### src/rtl/key_event_decoder.sv
// PS/2 set-2 scan-code decoder: turns raw bytes into per-slot held / press / release events.
// Auto-repeat is compiled in only when KEY_EVENT_DECODER_AUTOREPEAT_EN is defined.
module key_event_decoder #(
   parameter int                    NUM_KEYS     = 10,
   parameter logic [NUM_KEYS*9-1:0] KEY_TABLE    = {9'h046, 9'h03E, 9'h03D, 9'h036, 9'h02E,
                                                    9'h025, 9'h026, 9'h01E, 9'h016, 9'h045},
   parameter int                    TIMEOUT_CYC  = 50_000,
   parameter int                    REPEAT_DELAY = 25_000_000,
   parameter int                    REPEAT_RATE  = 5_000_000
) (
   input  logic                CLOCK_50,
   input  logic                reset_n,
   input  logic [7:0]          code_in,
   input  logic                code_valid,
   output logic [NUM_KEYS-1:0] key_held,
   output logic [NUM_KEYS-1:0] key_press,
   output logic [NUM_KEYS-1:0] key_release,
   output logic [NUM_KEYS-1:0] key_repeat,
   output logic                proto_err
);

   localparam int TO_W = $clog2(TIMEOUT_CYC + 1);

   if (NUM_KEYS < 1 || NUM_KEYS > 32 || TIMEOUT_CYC < 1 || REPEAT_DELAY < 1 || REPEAT_RATE < 1)
   begin : g_bad_params
      $error("key_event_decoder: parameter out of range");
   end

   typedef enum logic [1:0] {S_IDLE, S_EXT, S_BRK, S_EXT_BRK} state_t;

   state_t              r_state;
   logic [TO_W-1:0]     r_to_cnt;
   logic [NUM_KEYS-1:0] r_key_held;
   logic [NUM_KEYS-1:0] r_key_press;
   logic [NUM_KEYS-1:0] r_key_release;
   logic                r_proto_err;

   logic                w_is_e0;
   logic                w_is_f0;
   logic                w_ext;
   logic                w_brk;
   logic                w_data_byte;
   logic [NUM_KEYS-1:0] w_match;
   logic [NUM_KEYS-1:0] w_make;
   logic [NUM_KEYS-1:0] w_break;

   assign w_is_e0     = (code_in == 8'hE0);
   assign w_is_f0     = (code_in == 8'hF0);
   assign w_ext       = (r_state == S_EXT) || (r_state == S_EXT_BRK);
   assign w_brk       = (r_state == S_BRK) || (r_state == S_EXT_BRK);
   assign w_data_byte = code_valid && !w_is_e0 && !w_is_f0;

   // NOTE: every always_comb output gets a default first so no path can infer a latch.
   always_comb begin
      w_match = '0;
      for (int i = 0; i < NUM_KEYS; i++)
         w_match[i] = (code_in == KEY_TABLE[9*i +: 8]) && (KEY_TABLE[9*i+8] == w_ext);
   end

   // Duplicate table entries all update; typematic makes and stray breaks fall out here.
   assign w_make  = w_match & ~r_key_held & {NUM_KEYS{w_data_byte && !w_brk}};
   assign w_break = w_match &  r_key_held & {NUM_KEYS{w_data_byte &&  w_brk}};

   // NOTE: state uses non-blocking assignments so every register samples pre-edge values.
   always_ff @(posedge CLOCK_50 or negedge reset_n) begin
      if (!reset_n) begin
         r_state       <= S_IDLE;
         r_to_cnt      <= '0;
         r_key_held    <= '0;
         r_key_press   <= '0;
         r_key_release <= '0;
         r_proto_err   <= 1'b0;
      end else begin
         r_key_press   <= w_make;
         r_key_release <= w_break;
         r_key_held    <= (r_key_held | w_make) & ~w_break;
         r_proto_err   <= 1'b0;
         if (code_valid) begin
            r_to_cnt <= '0;
            if (w_is_e0) begin
               r_proto_err <= (r_state != S_IDLE);
               r_state     <= S_EXT;
            end else if (w_is_f0) begin
               // A repeated F0 restarts as a plain break, dropping any E0 seen before it.
               r_proto_err <= w_brk;
               r_state     <= (r_state == S_EXT) ? S_EXT_BRK : S_BRK;
            end else begin
               r_state <= S_IDLE;
            end
         end else if (r_state != S_IDLE) begin
            if (r_to_cnt == TO_W'(TIMEOUT_CYC - 1)) begin
               r_state     <= S_IDLE;
               r_proto_err <= 1'b1;
               r_to_cnt    <= '0;
            end else begin
               r_to_cnt <= r_to_cnt + 1'b1;
            end
         end
      end
   end

`ifdef KEY_EVENT_DECODER_AUTOREPEAT_EN
   localparam int REP_MAX = (REPEAT_DELAY > REPEAT_RATE) ? REPEAT_DELAY : REPEAT_RATE;
   localparam int REP_W   = $clog2(REP_MAX + 1);
   localparam int TGT_W   = (NUM_KEYS > 1) ? $clog2(NUM_KEYS) : 1;

   logic [REP_W-1:0]    r_rep_cnt;
   logic [TGT_W-1:0]    r_rep_tgt;
   logic                r_rep_act;
   logic [NUM_KEYS-1:0] r_key_repeat;
   logic [TGT_W-1:0]    w_new_tgt;

   // Lowest-numbered slot wins when one byte makes several slots at once.
   always_comb begin
      w_new_tgt = '0;
      for (int i = NUM_KEYS - 1; i >= 0; i--)
         if (w_make[i]) w_new_tgt = TGT_W'(i);
   end

   always_ff @(posedge CLOCK_50 or negedge reset_n) begin
      if (!reset_n) begin
         r_rep_cnt    <= '0;
         r_rep_tgt    <= '0;
         r_rep_act    <= 1'b0;
         r_key_repeat <= '0;
      end else begin
         r_key_repeat <= '0;
         if (|w_make) begin
            r_rep_act <= 1'b1;
            r_rep_tgt <= w_new_tgt;
            r_rep_cnt <= REP_W'(REPEAT_DELAY);
         end else if (r_rep_act) begin
            if (w_break[r_rep_tgt] || !r_key_held[r_rep_tgt]) begin
               r_rep_act <= 1'b0;
               r_rep_cnt <= '0;
            end else if (r_rep_cnt <= REP_W'(1)) begin
               r_key_repeat[r_rep_tgt] <= 1'b1;
               r_rep_cnt               <= REP_W'(REPEAT_RATE);
            end else begin
               r_rep_cnt <= r_rep_cnt - 1'b1;
            end
         end
      end
   end

   assign key_repeat = r_key_repeat;
`else
   assign key_repeat = '0;
`endif

   assign key_held    = r_key_held;
   assign key_press   = r_key_press;
   assign key_release = r_key_release;
   assign proto_err   = r_proto_err;

endmodule

### config.mk
export PLATFORM = sky130hd
export DESIGN_NAME = key_event_decoder
export DESIGN_NICKNAME = d
export VERILOG_FILES = /design/src/rtl/key_event_decoder.sv
export SDC_FILE = /design/constraint.sdc
export NUM_CORES = 1
export LEC_CHECK = 0
export ABC_AREA = 1
export CORE_MARGIN = 1
export CORE_UTILIZATION = 58
export CTS_BUF_LIST = sky130_fd_sc_hd__clkbuf_4
export DETAILED_ROUTE_END_ITERATION = 10
export HOLD_SLACK_MARGIN = 0.02
export PLACE_DENSITY_LB_ADDON = 0.15
export SYNTH_ARGS = -nofsm -noshare
export SYNTH_HDL_FRONTEND = slang
export SYNTH_SLANG_ARGS = --single-unit
### constraint.sdc
create_clock -name CLOCK_50 -period 3.85 [get_ports CLOCK_50]
set_clock_uncertainty 0.1 [all_clocks]
set_input_delay 0.77 -clock CLOCK_50 [delete_from_list [all_inputs] [get_ports CLOCK_50]]
set_output_delay 0.77 -clock CLOCK_50 [all_outputs]
set_load 0.005 [all_outputs]
# After elaboration in Yosys (flattened, before gate mapping)
# Index checks and enable logic that the tools add are counted.
# Widths: inputs -> output; s select.
dict set report classes {
  eq_ne 16
  n_mux 14
  addsub 1
  reduce_logical 23
  bitwise 9
}
# operator n
set op_table {}
lappend op_table {{$and 10x10->10} 5}
lappend op_table {{$eq 8x6->1 const B} 6}
lappend op_table {{$mux 16} 3}
lappend op_table {{$not 10->10} 2}
lappend op_table {{$add 16x1->16 const B} 1}
lappend op_table {{$eq 16x16->1 const B} 1}
lappend op_table {{$eq 8x5->1 const B} 2}
lappend op_table {{$eq 8x7->1 const B} 2}
lappend op_table {{$eq 8x8->1 const B} 2}
lappend op_table {{$logic_and 1x1->1} 14}
lappend op_table {{$mux 2} 5}
lappend op_table {{$or 10x10->10} 1}
lappend op_table {{$mux 1} 6}
lappend op_table {{$reduce_bool 2->1} 3}
lappend op_table {{$eq 2x2->1 const B} 2}
lappend op_table {{$logic_not 1->1} 3}
lappend op_table {{$eq 2x1->1 const B} 1}
lappend op_table {{$logic_or 1x1->1} 2}
lappend op_table {{$reduce_and 2->1} 1}
lappend op_table {{$not 1->1} 1}
dict set report word_totals {
  input_bits 11
  output_inout_bits 41
  ff_bits 49
}

# Longest topological paths before layout
# Gate-level depths: netlist of the first run.
dict set report logic_depth {
  word_depth 8
  ltp_mapped 10
  depth_no_buf 10
}

# Least setup slack after synthesis of the first run
# Ideal clock, no wire load.
dict set report synth_timing {
  path_kind {input port to flip-flop}
  start {input code_in[0]}
  end {register r_key_held[3] (netlist: key_held[3])}
  path_slack_ns 2.087
  setup_ns 0.073
  path_stages 9
  required_ns 3.677
  arrival_time_ns 1.590
  n_path_buf 1
  path_cell_list {inv_1 nand2_1 nor2_4 nand2_1 inv_1 nor2_2 buf_6 nand3_1 a21oi_2}
}
dict set report synth_via {
  elab_chain_len 8
  elab_cells_between_ends 17
}
# item line
set synth_lines {}
lappend synth_lines {{from (decl)} 13} ;# input logic [7:0] code_in,
lappend synth_lines {{$eq 8x8->1} 47} ;# assign w_is_e0 = (code_in == 8'hE0);
lappend synth_lines {{$logic_not 1->1} 51} ;# assign w_data_byte = code_valid && !w_is_e0 && !w_is_f0;
lappend synth_lines {{$logic_and 1x1->1 (2 in a row)} 51}
lappend synth_lines {{$logic_and 1x1->1 (on tied branches)} {61, 62}}
lappend synth_lines {{$and 10x10->10 (on tied branches)} {61, 62}}
lappend synth_lines {{$or 10x10->10 or $not 10->10 (tied branches)} 76} ;# r_key_held <= (r_key_held | w_make) & ~w_break;
lappend synth_lines {{$and 10x10->10 *} 76}
lappend synth_lines {{to (signal assigned)} 76}
lappend synth_lines {{to (decl)} 33} ;# logic [NUM_KEYS-1:0] r_key_held;
# Mark *: on every way between the ends. The rest lies on a longest branch, timed or not.
# A chain may end at the register's enable or synchronous reset.

# Worst setup path in the final report of the first run
dict set report layout_timing {
  start {input code_in[4]}
  end {register r_key_press[5] (netlist: key_press[5])}
}
dict set report layout_via {
  elab_chain_len 6
  elab_cells_between_ends 11
}
# item line
set layout_lines {}
lappend layout_lines {{$eq 8x8->1} 47}
lappend layout_lines {{$logic_not 1->1} 51}
lappend layout_lines {{$logic_and 1x1->1 (2 in a row)} 51}
lappend layout_lines {{$logic_and 1x1->1} 61} ;# assign w_make = w_match & ~r_key_held & {NUM_KEYS{w_data_byte && !w_brk}};
lappend layout_lines {{$and 10x10->10 *} 61}
lappend layout_lines {{via w_make[5]} 44} ;# logic [NUM_KEYS-1:0] w_make;
lappend layout_lines {{to (signal assigned)} 74} ;# r_key_press <= w_make;
lappend layout_lines {{to (decl)} 34} ;# logic [NUM_KEYS-1:0] r_key_press;
# Mark *: on every way through the listed nets, which the timed path passes. The rest lies on a longest branch.

==> impl_metrics.ini, run 1 <==
[run_status]
outcome = complete, no violations

[timing]
maxSlewHeadroom = 0.296
whs_ns = 0.427
fin_tns_setup_ns = 0
rsz0062_at_grt = false
post-route-min-period_ns = 2.51
timing.final.ws_setup_ns = 1.34
fmax_mhz = 398
slew_viol_final = 0
final_hold_viol_count = 0
fin_crit_sh = 0.653
worst_pin_slew_ns = 1.06
finalSetupViolCount = 0

[drt]
drt-wirelength-per-cell_um = 13.6
routed_wl_um = 5960
ant_nets = 0
vias = 2352
routed_via_density = 5.38
drc_errors = 0
initialDrtViolationCount = 124
dr.pass1.iters = 4

[synth]
yosys_register_bits = 49
yosys.area.top_type = dfrtp_1
ys_top_cells_by_area = dfrtp_1, nand2_1, nor2_1, inv_1, nand3_1
synth_top_flop_cell = dfrtp_1
syn_avg_cell_area_um2 = 7.85
synth_fa_ha_area_frac = 0.00466
synth_top_family_by_area = simple AND/OR/NAND/NOR gates
yosysWarnings = 0
yosys.area.top_type_share = 0.456
syn-instance-count = 342
synth-simple-area-share = 0.343
synthTopCellsByCount = nand2_1, nor2_1, dfrtp_1
post-synth-top-count-cell = nand2_1
synth_xor_xnor_area_share = 0.0130
netlist_area_um2 = 2690
yosysSeqAreaShare = 0.456
ys_types = 29
synth_compound_area_frac = 0.0708
synth_mux_area_frac = 0
async_flop_share = 1.00
synth_edf_count = 0

[clock_network]
cts_made_buffers = 5
post_cts_buffers = 0
cts_buffer_depth = 2
cts_tree = done
h-tree-depth = 2
cts_resized = 0
clk-insertion-delay-late_ns = 0.36
cts_sinks = 49
clk_pin_slew_ns = 0.13
cts_root_buf = clkbuf_4
hold_buffers = 0

[placed_design]
dpl-instance-area_um2 = 3070
dp_slack_ns = 1.01
port_buffers = 41
gp_congestion = 0.914
hpwl_um = 4410

[worst_setup_path]
rr_endpoint = key_held[4]
r2r-start = r_state[0]
r2r_slack_ns = 2.14
critPathKind = primary input to flip-flop
timing.critical_path.to_type = flip-flop
cp.required_ns = 4.03
worstPathArrival_ns = 2.69
critPathMaxFanout = 11
start_kind = primary input
reg2regPathDepth = 5

[hold_path]
min_to = key_press[2]
hp-class = flip-flop to flip-flop
worstHoldPathCells = 1
hp-start = key_held[2]

[pwr]
powerDensity_nw_per_um2 = 257
ir_drop_mv = 0.192
p_leak_uw = 0.00145

[die]
row_count = 24
die_w_um = 70.1
coreArea_um2 = 4410
boundaryPins = 52
initial_core_util = 0.609
die_area_um2 = 4910
die_y_um = 70.1

[cells_and_area]
diodes = 0
finish.net_count = 396
area_growth_pct = 16.0
drive_above_1_share = 0.0961
final_cell_area_um2 = 3120

[grt]
grt_pass1_vias = 2277
antenna_found_initial = 0
grt_overflow = 0
grt_max_degree = 50
track_usage = 0.262
grt_pass1_wl_um = 10200

[job]
drv_cap = 0
## metal layers
metal  routed length (um)  track usage  up-vias
met5                    0            0        -
met2                 3110        0.435       70
met3                  359       0.0491        8
met1                 2390        0.341     1122
li1                     -            -     1152
met4                  104       0.0978        0
## layout by cell type, fill, tap and decap left out, types with 2 or more instances in the layout
cell / Yosys / routed
nand2_1: 68 / 68
nor2_1: 55 / 55
dfrtp_1: 49 / 49
inv_1: 43 / 43
clkdlybuf4s50_1: 0 / 40
nand3_1: 32 / 32
nor3_1: 14 / 14
conb_1: 1 / 10
nand4_1: 8 / 8
a21oi_2: 7 / 7
a21oi_1: 7 / 7
nand3_2: 6 / 6
o21ai_0: 6 / 6
clkbuf_4: 0 / 5
nor2_4: 4 / 4
nor2_2: 4 / 4
inv_2: 3 / 3
nand2_2: 3 / 3
o21bai_1: 3 / 3
o22ai_1: 3 / 3
xor2_1: 2 / 2
a22oi_1: 2 / 2
xnor2_1: 2 / 2
clkinv_1: 0 / 2
## how the worst max path moves through the flow
| stage | from | to | slack [ns] | depth (start not counted) |
|---|---|---|---|---|
| 6_report | code_in[4] | key_press[5] | 1.34 | 8 |
| 5_1_grt | code_in[4] | key_press[5] | 1.23 | 8 |
| 4_1_cts | code_in[4] | key_press[5] | 1.39 | 8 |
| 3_5_place_dp | code_in[4] | key_press[5] | 1.01 | 8 |
| 3_3_place_gp | code_in[4] | key_press[8] | 1.18 | 8 |
| 2_1_floorplan | code_in[0] | key_held[3] | 2.09 | 9 |
## critical path, stage by stage
cell             delay (ns)
clkdlybuf4s50_1        0.54
nand2_2                0.16
nor2_1                 0.05
nand2_1                0.13
inv_1                  0.10
nor2_2                 0.52
nand2_1                0.23
nor3_1                 0.19
## registers in the layout, indices dropped and copies added (netlist names)
register     count
key_press       10
proto_err        1
key_release     10
r_state          2
key_held        10
r_to_cnt        16
## cell type report
class,count,area (um2)
clock buffer,5,37.5
clock inverter,3,12.5
fill,359,1300
inverter,46,173
multi-input combinational,241,1200
sequential,49,1230
tap,52,65.1
timing repair buffer,41,405
## logic make-up (layout without fill, tap and decap cells)
| group | Yosys count | after routing |
|---|---|---|
| AO/OA/AOI/OAI | 29 | 29 |
| XOR/XNOR | 4 | 4 |
| adder cells (fa/ha/maj) | 1 | 1 |
| buffers and inverters | 61 | 95 |
| flip-flops | 49 | 49 |
| other | 1 | 10 |
| AND/OR/NAND/NOR | 197 | 197 |
## metrics by stage
stage | total power [uW] | utilization | std cells
6_report | 799 | 0.706 | 437
5_1_grt | 833 | 0.706 | 437
4_1_cts | 810 | 0.706 | 437
3_5_place_dp | 588 | 0.694 | 429
3_3_place_gp | 587 | 0.694 | 429
2_1_floorplan | 565 | - | 351
## power by group
group          total, uW  switching (uW)  internal [uW]
clock                221             155           66.4
sequential           516           0.702            515
combinational       62.3            44.6           17.7
Power figures use the tool's default switching activity.
==> run 2, diff against run 1 <==
CORE_UTILIZATION = 48   (was 58)
clock period = 2.2 ns   (was 3.85 ns; I/O delays follow)
==> impl_metrics.ini, run 2 (synthesis gave the netlist of run 1 again) <==
[worst_setup_path]
start_kind = flip-flop
rr_endpoint = key_held[6]
cpLargestDelayFamily = buffers and inverters
reg2regPathDepth = 6
r2r-start = r_state[0]
r2r_slack_ns = 0.41
timing.critical_path.to_type = primary output
cp_slowest_cell = clkdlybuf4s50_1
worstPathArrival_ns = 1.38
critPathKind = flip-flop to primary output
crit_buf_inv = 1
crit_path_max_incr_delay_ns = 0.53
cp_cell_sequence = clkdlybuf4s50_1
critPathMaxFanout = 5
cp.required_ns = 1.66

[grt]
antenna_found_initial = 0
grt_pass1_wl_um = 10700
track_usage = 0.231
grt_max_degree = 25
grt_pass1_vias = 2279
grt_overflow = 0

[pwr]
ir_drop_mv = 0.314
powerDensity_nw_per_um2 = 483
p_leak_uw = 0.00153

[drt]
initialDrtViolationCount = 186
ant_nets = 0
drc_errors = 0
drt-wirelength-per-cell_um = 13.4
dr.pass1.iters = 5
routed_via_density = 5.11
routed_wl_um = 6280
vias = 2400

[clock_network]
clk-insertion-delay-late_ns = 0.39
cts_resized = 0
cts_buffer_depth = 2
cts_sinks = 49
clk_pin_slew_ns = 0.17
cts_tree = done
h-tree-depth = 2
post_cts_buffers = 0
hold_buffers = 1
cts_made_buffers = 5
cts_root_buf = clkbuf_4

[timing]
worst_pin_slew_ns = 0.587
fmax_mhz = 522
rsz0062_at_grt = false
maxSlewHeadroom = 0.609
finalSetupViolCount = 0
final_hold_viol_count = 0
slew_viol_final = 0
post-route-min-period_ns = 1.92
fin_tns_setup_ns = 0
fin_crit_sh = 0.871
timing.final.ws_setup_ns = 0.284

[die]
coreArea_um2 = 5240
initial_core_util = 0.513
die_w_um = 76.8
row_count = 26
boundaryPins = 52
die_area_um2 = 5900
die_y_um = 76.8

[cells_and_area]
drive_above_1_share = 0.133
layout_commonest_cell = nand2_1
largest_register_ffs = 16
fillers = 483
area_growth_pct = 22.3
diodes = 0
finish.net_count = 411
final_cell_mix = nand2_1, nor2_1, dfrtp_1
regMostFlops = r_to_cnt

[placed_design]
dp_slack_ns = 0.0813
hpwl_um = 4750
gp_congestion = 0.869
port_buffers = 41

[hold_path]
min_to = key_press[2]
hp-class = flip-flop to flip-flop
worstHoldPathCells = 1
hp-start = key_held[2]

[job]
drv_cap = 0

[run_status]
outcome = complete, no violations
run 2: cell types whose count changed in the layout (fill, tap and decap cells not counted):
| cell | before | now |
|---|---|---|
| buf_4 | 0 | 14 |
| bufinv_16 | 0 | 1 |
| clkinv_1 | 2 | 0 |
| dlygate4sd3_1 | 0 | 1 |
| inv_6 | 0 | 1 |
run 2: through the flow:
stage | instances | hold WS [ns] | util | total power, uW | area (um2)
floorplan | 351 | 0.0444 | - | 989 | 2720
global placement | 461 | 0.361 | 0.610 | 1040 | 3190
detailed placement | 461 | 0.367 | 0.610 | 1050 | 3190
finish | 470 | 0.437 | 0.627 | 1590 | 3280
global route | 470 | 0.456 | 0.627 | 1640 | 3280
CTS | 470 | 0.439 | 0.627 | 1590 | 3280
run 2: cell type report:
type | instances | area, um2 | area share
clock inverters | 3 | 43.8 | 0.0133
repair buffers | 56 | 520 | 0.158
multi-input cells | 241 | 1200 | 0.364
flip-flops and latches | 49 | 1230 | 0.373
inverters | 46 | 173 | 0.0526
clock buffers | 5 | 37.5 | 0.0114
well taps | 70 | 87.6 | 0.0267
run 2: layer usage:
metal	share of wire	track usage
met5	0	0
met3	0.047	0.0440
met1	0.46	0.312
met4	0.018	0.0731
met2	0.48	0.373
run 2: power by group:
group / switching [uW] / total [uW] / internal (uW)
logic: 83.8 / 127 / 43.5
registers: 1.27 / 904 / 902
clock network: 313 / 555 / 242
run 2: how the worst max path moves through the flow:
stage | startpoint | to | depth (start not counted)
5_1_grt | key_held[8] | key_held[8] | 1
6_report | key_held[8] | key_held[8] | 1
3_3_place_gp | code_in[1] | key_held[5] | 10
4_1_cts | key_held[8] | key_held[8] | 1
2_1_floorplan | code_in[0] | key_held[3] | 9
3_5_place_dp | code_in[1] | key_held[9] | 10
==> run 3, diff against run 2 <==
PLACE_DENSITY = 0.76   (was default)
PLACE_DENSITY_LB_ADDON = default   (was 0.15)
==> impl_metrics.ini, run 3 (synthesis gave the netlist of run 1 again) <==
[drt]
initialDrtViolationCount = 162
dr.pass1.iters = 5
ant_nets = 0
routed_wl_um = 6280
drt-wirelength-per-cell_um = 13.3
drc_errors = 0
vias = 2401
routed_via_density = 5.09

[cells_and_area]
largest_register_ffs = 16
regMostFlops = r_to_cnt
diodes = 0
fin_util = 0.628
area_growth_pct = 22.4
final_cell_mix = nand2_1, nor2_1, dfrtp_1
layout_commonest_cell = nand2_1
drive_above_1_share = 0.137
final_cell_area_um2 = 3290
finish.net_count = 413

[worst_setup_path]
cp_cell_sequence = clkdlybuf4s50_1
crit_buf_inv = 1
cp_slowest_cell = clkdlybuf4s50_1
crit_path_max_incr_delay_ns = 0.54
critPathMaxFanout = 5
cpLargestDelayFamily = buffers and inverters
start_kind = flip-flop
worstPathArrival_ns = 1.36
cp.required_ns = 1.66
critPathKind = flip-flop to primary output
timing.critical_path.to_type = primary output

[clock_network]
cts_resized = 0
cts_sinks = 49
cts_tree = done
clk-insertion-delay-late_ns = 0.37
cts_buffer_depth = 2
cts_made_buffers = 5
cts_root_buf = clkbuf_4
clk_pin_slew_ns = 0.16
h-tree-depth = 2

[grt]
grt_max_degree = 27
grt_pass1_vias = 2359
grt_pass1_wl_um = 10700
track_usage = 0.230
antenna_found_initial = 0
grt_overflow = 0

[hold_path]
hp-class = flip-flop to flip-flop

[timing]
rsz0062_at_grt = false
finalSetupViolCount = 0
final_hold_viol_count = 0
worst_pin_slew_ns = 0.572
slew_viol_final = 0
maxSlewHeadroom = 0.619
fin_tns_setup_ns = 0
post-route-min-period_ns = 1.90
fin_crit_sh = 0.863
fmax_mhz = 527

[die]
coreArea_um2 = 5240
row_count = 26
die_y_um = 76.8
die_w_um = 76.8
die_area_um2 = 5900
boundaryPins = 52
initial_core_util = 0.513

[placed_design]
dpl-instance-area_um2 = 3220
hpwl_um = 4820
port_buffers = 41
gp_congestion = 0.974

[pwr]
ir_drop_mv = 0.308
p_leak_uw = 0.00154
powerDensity_nw_per_um2 = 445
p_switching_uw = 386
internal_power_uw = 1080
p_total_uw = 1460
swShare = 0.263
power_frac_comb = 0.091
seqPwrFrac = 0.617
p_clk_frac = 0.292

[run_status]
outcome = complete, no violations

[job]
drv_cap = 0
[run 3: repair_timing]
action | CTS | global route
setup buffers | 0 | 0
hold buffers | 1 | 0
endpoints found under the hold margin | 23 | 0
endpoints found under the setup margin | 0 | 0
[run 3: cell type report]
class                   count  area [um2]
inverters                  46         173
well taps                  70        87.6
flip-flops and latches     49        1230
repair buffers             58         548
clock buffers               5        37.5
fillers                   472        1950
clock inverters             3        21.3
multi-input cells         241        1200
[run 3: worst paths after layout]
kind	startpoint	endpoint	slack, ns	cells after the start
hold / removal	key_held[8]	key_press[8]	0.43	1
setup / recovery	key_held[2]	key_held[2]	0.30	1
min in group asynchronous	reset_n	r_state[0]	0.48	2
hold reg to reg	key_held[8]	key_press[8]	0.43	1
setup reg to reg	r_state[0]	key_held[9]	0.46	6
max in group asynchronous	reset_n	key_release[4]	0.99	3
[run 3: routing by layer]
layer  vias up  global-route usage  part of all wire
met4         0              0.0827             0.013
met2        91               0.379              0.49
met1      1112               0.297              0.45
li1       1190                   -                 -
met3         8              0.0464             0.051
met5         -                   0                 0
[run 3: through the flow]
step / hold WS [ns] / instances / setup slack (ns)
finish: 0.434 / 472 / 0.301
CTS: 0.425 / 472 / 0.283
global placement: 0.374 / 463 / 0.0892
global route: 0.448 / 472 / 0.235
detailed placement: 0.376 / 463 / 0.0264
floorplan: 0.0444 / 351 / 0.767
[run 3: power by group through the flow]
stage                     registers, uW  logic [uW]  clock network, uW
after CTS                           904         133                440
final                               904         133                428
after floorplan                     921        68.8                  0
after detailed placement            920         132                  0
after global routing                904         149                472
after global placement              920         130                  0
